**src/rtl/fir_pkg.sv**
```systemverilog
`default_nettype none
// ============================================================================
//  Module   : fir_pkg
//  Brief    : Shared FIR types, width helpers and sign-magnitude conversions.
//  Revision : 1.0 - initial release
// ============================================================================
package fir_pkg;

    localparam int MAXW     = 64;
    localparam int DEF_TAPS = 30;
    localparam int DEF_DW   = 16;
    localparam int DEF_CW   = 16;

    typedef enum logic [1:0] {
        IDLE = 2'd0,
        MAC  = 2'd1,
        DONE = 2'd2
    } fir_state_e;

    function automatic int addr_width(input int taps);
        return (taps > 1) ? $clog2(taps) : 1;
    endfunction

    // Headroom of clog2(TAPS) bits lets TAPS full-scale products sum without overflow.
    function automatic int acc_width(input int dw, input int cw, input int taps);
        return dw + cw - 1 + addr_width(taps);
    endfunction

    localparam int DEF_AW   = addr_width(DEF_TAPS);
    localparam int DEF_ACCW = acc_width(DEF_DW, DEF_CW, DEF_TAPS);

    // Sign-magnitude of width w (right-aligned) to two's complement; -0 maps to 0.
    function automatic logic signed [MAXW-1:0] sm2tc(input logic [MAXW-1:0] sm, input int w);
        logic [MAXW-1:0] mag;
        logic            neg;
        mag = sm & ((MAXW'(1) << (w - 1)) - MAXW'(1));
        neg = |(sm & (MAXW'(1) << (w - 1)));
        return neg ? -mag : mag;
    endfunction

    // Two's complement to {sign, |v|}.
    function automatic logic [MAXW:0] tc2sm(input logic signed [MAXW-1:0] v);
        logic [MAXW-1:0] mag;
        mag = v[MAXW-1] ? -v : v;
        return {v[MAXW-1], mag};
    endfunction

endpackage
`default_nettype wire

```
**src/rtl/fir_mac_seq_if.sv**
```systemverilog
`default_nettype none
// ============================================================================
//  Module   : fir_mac_seq_if
//  Brief    : Sample handshake, coefficient write and result bus of the FIR.
//  Revision : 1.0 - initial release
// ============================================================================
interface fir_mac_seq_if #(
    parameter int TAPS = 30,
    parameter int DW   = 16,
    parameter int CW   = 16
) ();
    localparam int AW = fir_pkg::addr_width(TAPS);

    logic          in_valid;
    logic          in_ready;
    logic [DW-1:0] in_data;
    logic          coef_we;
    logic [AW-1:0] coef_addr;
    logic [CW-1:0] coef_data;
    logic          out_valid;
    logic [DW-1:0] out_data;
    logic          out_sat;

    modport master (
        output in_valid, in_data, coef_we, coef_addr, coef_data,
        input  in_ready, out_valid, out_data, out_sat
    );

    modport slave (
        input  in_valid, in_data, coef_we, coef_addr, coef_data,
        output in_ready, out_valid, out_data, out_sat
    );
endinterface
`default_nettype wire

```
**src/rtl/fir_sm_mult.sv**
```systemverilog
`default_nettype none
// ============================================================================
//  Module   : fir_sm_mult
//  Brief    : Combinational sign-magnitude x sign-magnitude multiplier with a
//             two's complement product.
//  Revision : 1.0 - initial release
// ============================================================================
module fir_sm_mult
    import fir_pkg::*;
#(
    parameter int DW = 16,
    parameter int CW = 16
) (
    input  logic        [DW-1:0]    a_i,
    input  logic        [CW-1:0]    b_i,
    output logic signed [DW+CW-2:0] p_o
);
    localparam int PW = DW + CW - 1;

    logic signed [PW-1:0] w_a;
    logic signed [PW-1:0] w_b;

    // Operand magnitudes stay below 2^(DW-1) and 2^(CW-1), so PW bits hold the exact product.
    assign w_a = PW'(sm2tc(MAXW'(a_i), DW));
    assign w_b = PW'(sm2tc(MAXW'(b_i), CW));
    assign p_o = w_a * w_b;

endmodule
`default_nettype wire

```
**src/rtl/fir_mac_seq.sv**
```systemverilog
`default_nettype none
// ============================================================================
//  Module   : fir_mac_seq
//  Brief    : TAPS-tap FIR filter with one time-multiplexed MAC unit;
//             sign-magnitude samples, coefficients and result.
//             Optional macro FIR_MAC_SAT_EN: saturate the result instead of wrap.
//  Revision : 1.0 - initial release
// ============================================================================
module fir_mac_seq
    import fir_pkg::*;
#(
    parameter int TAPS = 30,
    parameter int DW   = 16,
    parameter int CW   = 16
) (
    input  logic         clk_slow,
    input  logic         rst,
    fir_mac_seq_if.slave bus
);
    localparam int AW   = addr_width(TAPS);
    localparam int PW   = DW + CW - 1;
    localparam int ACCW = acc_width(DW, CW, TAPS);

    localparam logic [AW-1:0] c_LAST   = AW'(TAPS - 1);
    localparam logic [AW:0]   c_TAPS_X = (AW + 1)'(TAPS);

    fir_state_e              state_q, state_d;
    logic        [AW-1:0]    k_q, k_d;
    logic        [AW-1:0]    wr_ptr_q, wr_ptr_d;
    logic signed [ACCW-1:0]  acc_q, acc_d;
    logic                    out_valid_q, out_valid_d;
    logic        [DW-1:0]    out_data_q, out_data_d;
    logic                    out_sat_q, out_sat_d;

    logic [DW-1:0] hist_q [TAPS];
    logic [CW-1:0] coef_q [TAPS];

    logic                   w_accept;
    logic                   w_coef_we;
    logic        [AW-1:0]   w_rd_idx;
    logic        [DW-1:0]   w_hist_rd;
    logic        [CW-1:0]   w_coef_rd;
    logic signed [PW-1:0]   w_prod;
    logic signed [MAXW-1:0] w_acc_ext;
    logic        [MAXW:0]   w_sm;
    logic        [DW-2:0]   w_mag;
    logic                   w_sign;
    logic                   w_sat;

    assign bus.in_ready  = (state_q == IDLE);
    assign bus.out_valid = out_valid_q;
    assign bus.out_data  = out_data_q;
    assign bus.out_sat   = out_sat_q;

    assign w_accept  = bus.in_valid && (state_q == IDLE);
    assign w_coef_we = bus.coef_we && (state_q == IDLE) && ({1'b0, bus.coef_addr} < c_TAPS_X);

    // Newest sample sits at wr_ptr; tap k reads k entries back, wrapping modulo TAPS.
    assign w_rd_idx  = (k_q <= wr_ptr_q) ? (wr_ptr_q - k_q)
                                         : AW'({1'b0, wr_ptr_q} + c_TAPS_X - {1'b0, k_q});
    assign w_hist_rd = hist_q[w_rd_idx];
    assign w_coef_rd = coef_q[k_q];

    fir_sm_mult #(
        .DW (DW),
        .CW (CW)
    ) u_mult (
        .a_i (w_hist_rd),
        .b_i (w_coef_rd),
        .p_o (w_prod)
    );

    assign w_acc_ext = {{(MAXW - ACCW){acc_q[ACCW-1]}}, acc_q};
    assign w_sm      = tc2sm(w_acc_ext);

`ifdef FIR_MAC_SAT_EN
    localparam logic [MAXW-1:0] c_MAXMAG = (MAXW'(1) << (DW - 1)) - MAXW'(1);
    logic [MAXW-1:0] w_mag_sh;
    assign w_mag_sh = w_sm[MAXW-1:0] >> (CW - 1);
    assign w_sat    = (w_mag_sh > c_MAXMAG);
    assign w_mag    = w_sat ? c_MAXMAG[DW-2:0] : w_mag_sh[DW-2:0];
`else
    assign w_sat    = 1'b0;
    assign w_mag    = (DW - 1)'(w_sm[MAXW-1:0] >> (CW - 1));
`endif

    // A magnitude that truncates to zero is reported as +0.
    assign w_sign = w_sm[MAXW] && (w_mag != '0);

    always_comb begin
        state_d     = state_q;
        k_d         = k_q;
        acc_d       = acc_q;
        wr_ptr_d    = wr_ptr_q;
        out_valid_d = 1'b0;
        out_data_d  = out_data_q;
        out_sat_d   = out_sat_q;
        case (state_q)
            IDLE: begin
                if (bus.in_valid) begin
                    state_d = MAC;
                    k_d     = '0;
                    acc_d   = '0;
                end
            end
            MAC: begin
                acc_d = acc_q + {{(ACCW - PW){w_prod[PW-1]}}, w_prod};
                if (k_q == c_LAST) begin
                    state_d = DONE;
                end else begin
                    k_d = k_q + 1'b1;
                end
            end
            DONE: begin
                out_valid_d = 1'b1;
                out_data_d  = {w_sign, w_mag};
                out_sat_d   = w_sat;
                wr_ptr_d    = (wr_ptr_q == c_LAST) ? '0 : wr_ptr_q + 1'b1;
                state_d     = IDLE;
            end
            default: state_d = IDLE;
        endcase
    end

    always_ff @(posedge clk_slow or negedge rst) begin
        if (!rst) begin
            state_q     <= IDLE;
            k_q         <= '0;
            wr_ptr_q    <= '0;
            acc_q       <= '0;
            out_valid_q <= 1'b0;
            out_data_q  <= '0;
            out_sat_q   <= 1'b0;
        end else begin
            state_q     <= state_d;
            k_q         <= k_d;
            wr_ptr_q    <= wr_ptr_d;
            acc_q       <= acc_d;
            out_valid_q <= out_valid_d;
            out_data_q  <= out_data_d;
            out_sat_q   <= out_sat_d;
        end
    end

    always_ff @(posedge clk_slow or negedge rst) begin
        if (!rst) begin
            for (int i = 0; i < TAPS; i++) begin
                hist_q[i] <= '0;
                coef_q[i] <= '0;
            end
        end else begin
            if (w_accept) begin
                hist_q[wr_ptr_q] <= bus.in_data;
            end
            if (w_coef_we) begin
                coef_q[bus.coef_addr] <= bus.coef_data;
            end
        end
    end

endmodule
`default_nettype wire

```
**src/flat_wrapper.sv**
```systemverilog
// flat-port wrapper written by rule: the top's interface ports become plain ports
module fir_mac_seq_flat import fir_pkg::*;
#(
    parameter int TAPS = 30,
    parameter int DW   = 16,
    parameter int CW   = 16
)
  (clk_slow, rst, bus_in_valid, bus_in_data, bus_coef_we, bus_coef_addr, bus_coef_data, bus_in_ready, bus_out_valid, bus_out_data, bus_out_sat);
  fir_mac_seq_if #(.TAPS(TAPS), .DW(DW), .CW(CW)) bus_i ();
  input  logic clk_slow;
  input  logic rst;
  input wire logic [$bits(bus_i.in_valid)-1:0] bus_in_valid;
  input wire logic [$bits(bus_i.in_data)-1:0] bus_in_data;
  input wire logic [$bits(bus_i.coef_we)-1:0] bus_coef_we;
  input wire logic [$bits(bus_i.coef_addr)-1:0] bus_coef_addr;
  input wire logic [$bits(bus_i.coef_data)-1:0] bus_coef_data;
  output wire logic [$bits(bus_i.in_ready)-1:0] bus_in_ready;
  output wire logic [$bits(bus_i.out_valid)-1:0] bus_out_valid;
  output wire logic [$bits(bus_i.out_data)-1:0] bus_out_data;
  output wire logic [$bits(bus_i.out_sat)-1:0] bus_out_sat;
  assign bus_i.in_valid = bus_in_valid;
  assign bus_i.in_data = bus_in_data;
  assign bus_i.coef_we = bus_coef_we;
  assign bus_i.coef_addr = bus_coef_addr;
  assign bus_i.coef_data = bus_coef_data;
  assign bus_in_ready = bus_i.in_ready;
  assign bus_out_valid = bus_i.out_valid;
  assign bus_out_data = bus_i.out_data;
  assign bus_out_sat = bus_i.out_sat;
  fir_mac_seq #(.TAPS(TAPS), .DW(DW), .CW(CW)) u_core (.clk_slow(clk_slow), .rst(rst), .bus(bus_i));
endmodule
```
**config.mk**
```make
export PLATFORM = sky130hd
export DESIGN_NAME = fir_mac_seq_flat
export DESIGN_NICKNAME = d
export VERILOG_FILES = /design/src/rtl/fir_pkg.sv /design/src/rtl/fir_mac_seq_if.sv /design/src/rtl/fir_sm_mult.sv /design/src/rtl/fir_mac_seq.sv /design/src/flat_wrapper.sv
export SDC_FILE = /design/constraint.sdc
export NUM_CORES = 2
export LEC_CHECK = 0
export CAP_MARGIN = 20
export CELL_PAD_IN_SITES_DETAIL_PLACEMENT = 1
export CELL_PAD_IN_SITES_GLOBAL_PLACEMENT = 1
export CORE_MARGIN = 1
export CORE_UTILIZATION = 57
export DETAILED_ROUTE_END_ITERATION = 10
export PLACE_DENSITY_LB_ADDON = 0.1
export RECOVER_POWER = 100
export SYNTH_ARGS = -nofsm -noshare
export SYNTH_HDL_FRONTEND = slang
export SYNTH_SLANG_ARGS = --single-unit
```
**constraint.sdc**
```tcl
create_clock -name clk_slow -period 44.1 [get_ports clk_slow]
set_input_delay 4.41 -clock clk_slow [delete_from_list [all_inputs] [get_ports clk_slow]]
set_output_delay 4.41 -clock clk_slow [all_outputs]
set_load 0.02 [all_outputs]
```
==> Yosys cells after proc, flatten, opt, wreduce, memory -nomap -nowiden <==
Index checks and enable logic that the tools add are counted.
{ "word_totals": {"elab_cells": 133, "out_inout_bits": 19, "reg_bits": 1025, "inputBits": 41} }
{ "classes": {"n_reduce_logical": 12, "n_addsub": 9, "mux": 26, "bitwise": 4, "order_cmp": 8, "multipliers": 1, "n_eq_ne": 7} }
{ "op_table": {"columns": ["cell", "count"], "rows": [
  ["bitwise mux 480 bit", 2],
  ["binary-select mux 16 bit (select 5 bit)", 2],
  ["demux 16 bit (select 5 bit)", 2],
  ["2-to-1 mux 16 bit", 6],
  ["case mux 36 bit (2 select lines)", 1],
  ["2-to-1 mux 31 bit", 2],
  ["negation 15 -> 31 bit", 2],
  ["adder 36 bit", 1],
  ["2-to-1 mux 36 bit", 1],
  ["multiplier 31 x 31 -> 31 bit", 1],
  ["2-to-1 mux 30 bit", 1],
  ["negation 30 bit", 1],
  ["greater-or-equal comparator 6 bit (second input constant)", 4],
  ["inverter 5 -> 6 bit", 4],
  ["2-to-1 mux 5 bit", 4],
  ["nonzero test 15 bit", 1],
  ["less-than comparator 6 x 1 -> 1 bit (second input constant)", 2],
  ["adder 5 x 1 -> 5 bit (second input constant)", 2],
  ["equality test 5 bit (second input constant)", 2],
  ["case mux 5 bit (2 select lines)", 1],
  ["subtractor 5 bit", 2],
  ["logical AND 1 bit", 6],
  ["adder 5 bit (second input constant)", 1],
  ["less-or-equal comparator 5 bit", 1],
  ["12 further kinds", 15]
]} }

==> Logic depth before layout (Yosys ltp) <==
{ "depth": {"word_depth": 12, "depth_mapped": 68, "mapped_depth_nobuf": 64} }

==> Hierarchy <==
A second synthesis with hierarchy kept.
{ "hier_totals": {"hier_cells": 5605, "area_unflattened_um2": 64509.4} }
{ "modules_own_cells": {"columns": ["module", "cells_per_inst", "instances", "area_per_inst_um2", "seq_area_each_um2"], "rows": [
  ["fir_mac_seq", 3823, 1, 49163.4, 25649.6],
  ["fir_sm_mult", 1782, 1, 15346.0, 0.0]
]} }

==> Least setup slack after synthesis <==
Ideal clock, no wire load.
{ "synth_path": {"path_kind": "reg-to-reg", "startpoint": "register u_core.wr_ptr_q[1]", "endpoint": "register u_core.acc_q[35]", "slack_ns": 30.229, "arrival_ns": 13.734, "n_path_buf": 3, "path_stages_with_launch": 62, "required_ns": 43.962, "setup_time_ns": 0.138, "period_less_slack_ns": 13.871, "path_cell_list": "dfrtp_1 > inv_1 > ha_1 > inv_1 > ha_1 > inv_1 > fa_1 > nor3_2 > a21oi_4 > and2_4 > buf_6 > a2111oi_0 > a311o_1 > o22ai_1 > or3_4 > clkinv_4 > clkbuf_1 > ha_1 > [... 26 more ...] > xnor2_1 > xnor3_1 > xnor2_2 > xnor3_1 > xnor2_2 > xnor2_1 > xnor2_1 > ha_1 > nor3_1 > o311ai_0 > o211ai_1 > o21ai_0 > a31oi_1 > nand2_1 > nor2_1 > a2111oi_1 > nand4b_1 > mux2i_1"} }
{ "synth_between": {"elab_chain_len": 12, "elab_cells_between_ends": 14, "classes_between": "5 x add/sub; 1 x mul; 1 x order compare; 6 x mux; 1 x bitwise"} }
{ "synth_lines": {"columns": ["element", "line_no", "rtl"], "rows": [
  ["from (decl)", "fir_mac_seq.sv:29", "logic [AW-1:0] wr_ptr_q, wr_ptr_d;"],
  ["from (signal assigned)", "fir_mac_seq.sv:137", "wr_ptr_q <= wr_ptr_d;"],
  ["adder 5 bit", "fir_mac_seq.sv:60", ": AW'({1'b0, wr_ptr_q} + c_TAPS_X - {1'b0, k_q});"],
  ["subtractor 5 bit", "fir_mac_seq.sv:60", null],
  ["2-to-1 mux 5 bit (*)", "fir_mac_seq.sv:59", "assign w_rd_idx = (k_q <= wr_ptr_q) ? (wr_ptr_q - k_q)"],
  ["inverter 5 -> 6 bit (not written as such) (*)", "fir_mac_seq.sv:61", "assign w_hist_rd = hist_q[w_rd_idx];"],
  ["binary-select mux 16 bit (select 5 bit) (*)", "fir_mac_seq.sv:61", null],
  ["2-to-1 mux 16 bit (not written as such) (*) (2 in series)", "fir_mac_seq.sv:61", null],
  ["negation 15 -> 31 bit", "fir_pkg.sv:38", "return neg ? -mag : mag;"],
  ["2-to-1 mux 31 bit (*)", "fir_pkg.sv:38", null],
  ["multiplier 31 x 31 -> 31 bit (*)", "fir_sm_mult.sv:26", "assign p_o = w_a * w_b;"],
  ["adder 36 bit (*)", "fir_mac_seq.sv:107", "acc_d = acc_q + {{(ACCW - PW){w_prod[PW-1]}}, w_prod};"],
  ["case mux 36 bit (2 select lines) (*)", "fir_mac_seq.sv:98", "case (state_q)"],
  ["to (signal assigned)", "fir_mac_seq.sv:130", "acc_q <= '0;"],
  ["to (signal assigned)", "fir_mac_seq.sv:138", "acc_q <= acc_d;"],
  ["to (decl)", "fir_mac_seq.sv:30", "logic signed [ACCW-1:0] acc_q, acc_d;"]
]} }
Mark *: on every way between the ends. The rest lies on a longest branch, timed or not. The select of a mux whose other input is x is not followed.
A chain may end at the register's enable or synchronous reset.

==> results.yml <==
global_route:
  grt-busiest-layer: "met2"
  grt_pass1_vias: 51300
  grt_start_max_net_pins: 168
  use_met3_pct: 6.49
  grt_overflow_total: 0
  use_met1_pct: 48.1
  met2_usage_pct: 59.0
  grt_usage_pct: 36.1
  antenna_found_initial: 9
  grt_pass1_wl_um: 320000
drt:
  drc: 0
  first_pass_iters: 5
  drt_iter0_drc: 3493
  wl_per_cell_um: 28.7
  via_count: 46400
  antenna_left: 0
  wl_um: 209000
  via_per_inst: 6.37
die:
  chipWidth_um: 343
  start_util_pct: 57.8
  dieArea_um2: 118000
  io_pins: 60
  rows: 124
  die_h_um: 343
  fp.coreArea_um2: 115000
final_layout:
  layout.cells.non_filler: 7282
  layout_common_cells: "dfrtp_1 (1023), mux2_2 (946), inv_1 (629), fa_1 (382), nand2_1 (304)"
  syn_to_final_growth_pct: 8.70
  drive_gt1_share_pct: 26.2
  fin_nets: 6304
  final_common_cell: "dfrtp_1"
yosys:
  yosys.area.top_type_share_pct: 38.7
  synth.distinct_cells: 119
  netlist_top_cells_area: "dfrtp_1 (39%), mux2_2 (17%), fa_1 (12%)"
  seq_area_frac_synth_pct: 38.7
  avgSynthCellArea_um2: 11.6
  yosys_warnings: 0
  synthesis.area_um2: 66400
  async_flop_share_pct: 100
  yosysTopAreaCell: "dfrtp_1"
  ys_ff_latch: 1025
  synth_nets: 6366
  synth_edf_count: 0
  synthFlopType: "dfrtp_1"
  syn_inst: 5739
worst_hold_path:
  hold_depth: 2
  worstHoldPathType: "flip-flop to flip-flop"
  holdPathEnd: "u_core.bus.out_data[7]"
  worstHoldStart: "u_core.bus.out_data[7]"
clock_tree:
  htree_levels: 3
  clkSinkCount: 1025
  clkLatencyLatePin_ns: 0.75
  path_clk_slew_ns: 0.06
  postCtsHoldBufs: 0
  cts.root.buffer_cell: "clkbuf_16"
  cts_tree: "done"
  cts_made_buffers: 108
  post_cts_buffers: 0
  clock_path_buffers: 3
  cts_repair_resize_count: 0
setup_path:
  timing.reg2reg.setup_slack_ns: 21.57
  reg2reg_from: "u_core.k_q[1]"
  required_ns: 43.96
  crit_arrival_ns: 23.47
  start_kind: "input pin"
  crit_path_end_kind: "async pin"
  crit_fanout: 167
  rr_endpoint: "u_core.acc_q[35]"
  reg2reg_depth: 54
  worst-setup-path-type: "input pin to async pin"
placed_design:
  io_buffers: 58
  dpl_worst_slack_ns: 27.04
  detailedPlacementHpwl_um: 139000
  dpl.cell_count: 7060
  globalplace.congestion: 0.943
run:
  maxCapViolCount: 49
timing:
  period_needed_ns: 23.61
  max_freq_mhz: 42.4
  setup_slack_ns: 20.49
  maxSlewHeadroom_pct: -471
  setup_viol: 0
  drv_slew: 1731
  finalCritPeriodShare_pct: 53.5
  tightestPinTransition_ns: 8.57
  final.setup.tns_ns: 0
  finalHoldViolations: 0
  grt_setup_unrepaired: "no"
  skew_ns: 0.109
  whs_ns: 0.475
outcome:
  status: "complete, but fails checks"
  violations: "capacitance limit, slew limit"
## routing by layer
layer  wire, um  part of all wire [%]
met1      85700                    41
met2     101000                    48
met3      13900                   6.7
met4       7980                   3.8
met5         54                 0.026
## synth_stat cells, types with 73 or more instances
master	count
inv_1	629
mux2i_1	108
dfrtp_1	1025
mux4_2	137
a21oi_1	114
xnor2_1	96
o21ai_0	130
nand2_1	304
fa_1	383
nor2_1	294
nand3_1	132
ha_1	203
mux2_2	984
or2_2	73
clkbuf_1	280
## flip-flops by register name, indices dropped and copies added (netlist names)
signal and flops:
u_core.state_q 2, u_core.wr_ptr_q 5, u_core.bus.out_data 16, u_core.coef_q 480, u_core.hist_q 480, u_core.k_q 5
u_core.acc_q 36, u_core.bus.out_valid 1
## cells by family (layout without fill, tap and decap cells)
| group | count (synthesis) | in the layout | synth area share [%] |
|---|---|---|---|
| flops | 1025 | 1025 | 38.7 |
| xor+xnor | 150 | 150 | 2.10 |
| simple gates | 1132 | 1132 | 8.32 |
| other cells | 1 | 5 | 0.00565 |
| buf+inv | 1028 | 1055 | 6.33 |
| compound gates | 586 | 586 | 6.20 |
| mux | 1231 | 1231 | 23.0 |
| fa+ha+maj | 586 | 586 | 15.4 |
## how the worst max path moves through the flow
| stage | startpoint | endpoint | slack [ns] | cells after the start |
|---|---|---|---|---|
| 4_1_cts | u_core.k_q[1] | u_core.acc_q[35] | 26.85 | 59 |
| 6_report | rst | u_core.coef_q[236] | 20.49 | 4 |
| 3_3_place_gp | u_core.k_q[1] | u_core.acc_q[35] | 27.53 | 59 |
| 2_1_floorplan | u_core.wr_ptr_q[1] | u_core.acc_q[35] | 30.23 | 61 |
| 5_1_grt | rst | u_core.coef_q[283] | 16.70 | 4 |
| 3_5_place_dp | u_core.k_q[1] | u_core.acc_q[35] | 27.04 | 59 |
## critical path, stage by stage
cell	delay [ns]
clkbuf_1	3.14
clkbuf_1	5.96
clkbuf_1	6.56
clkbuf_1	3.10
## layout make-up
| type | count | area (um2) |
|---|---|---|
| sequential | 1025 | 25700 |
| clock buffer | 162 | 3180 |
| tap | 1512 | 1890 |
| fill | 11500 | 42700 |
| clock inverter | 37 | 567 |
| multi-input combinational | 3686 | 36700 |
| timing repair buffer | 218 | 1750 |
| inverter | 638 | 2400 |
| antenna | 4 | 10.0 |
## per-stage QoR
| stage | instance area (um2) | util (%) |
|---|---|---|
| 6_report | 72100 | 62.8 |
| 5_1_grt | 72100 | 62.8 |
| 4_1_cts | 72200 | 62.9 |
| 3_5_place_dp | 68400 | 59.6 |
| 3_3_place_gp | 68400 | 59.5 |
| 2_1_floorplan | 66400 | - |
Power is left out: the tool's default activity adds up to more than one toggle a clock period on the data nets, which glitch-free logic cannot reach.
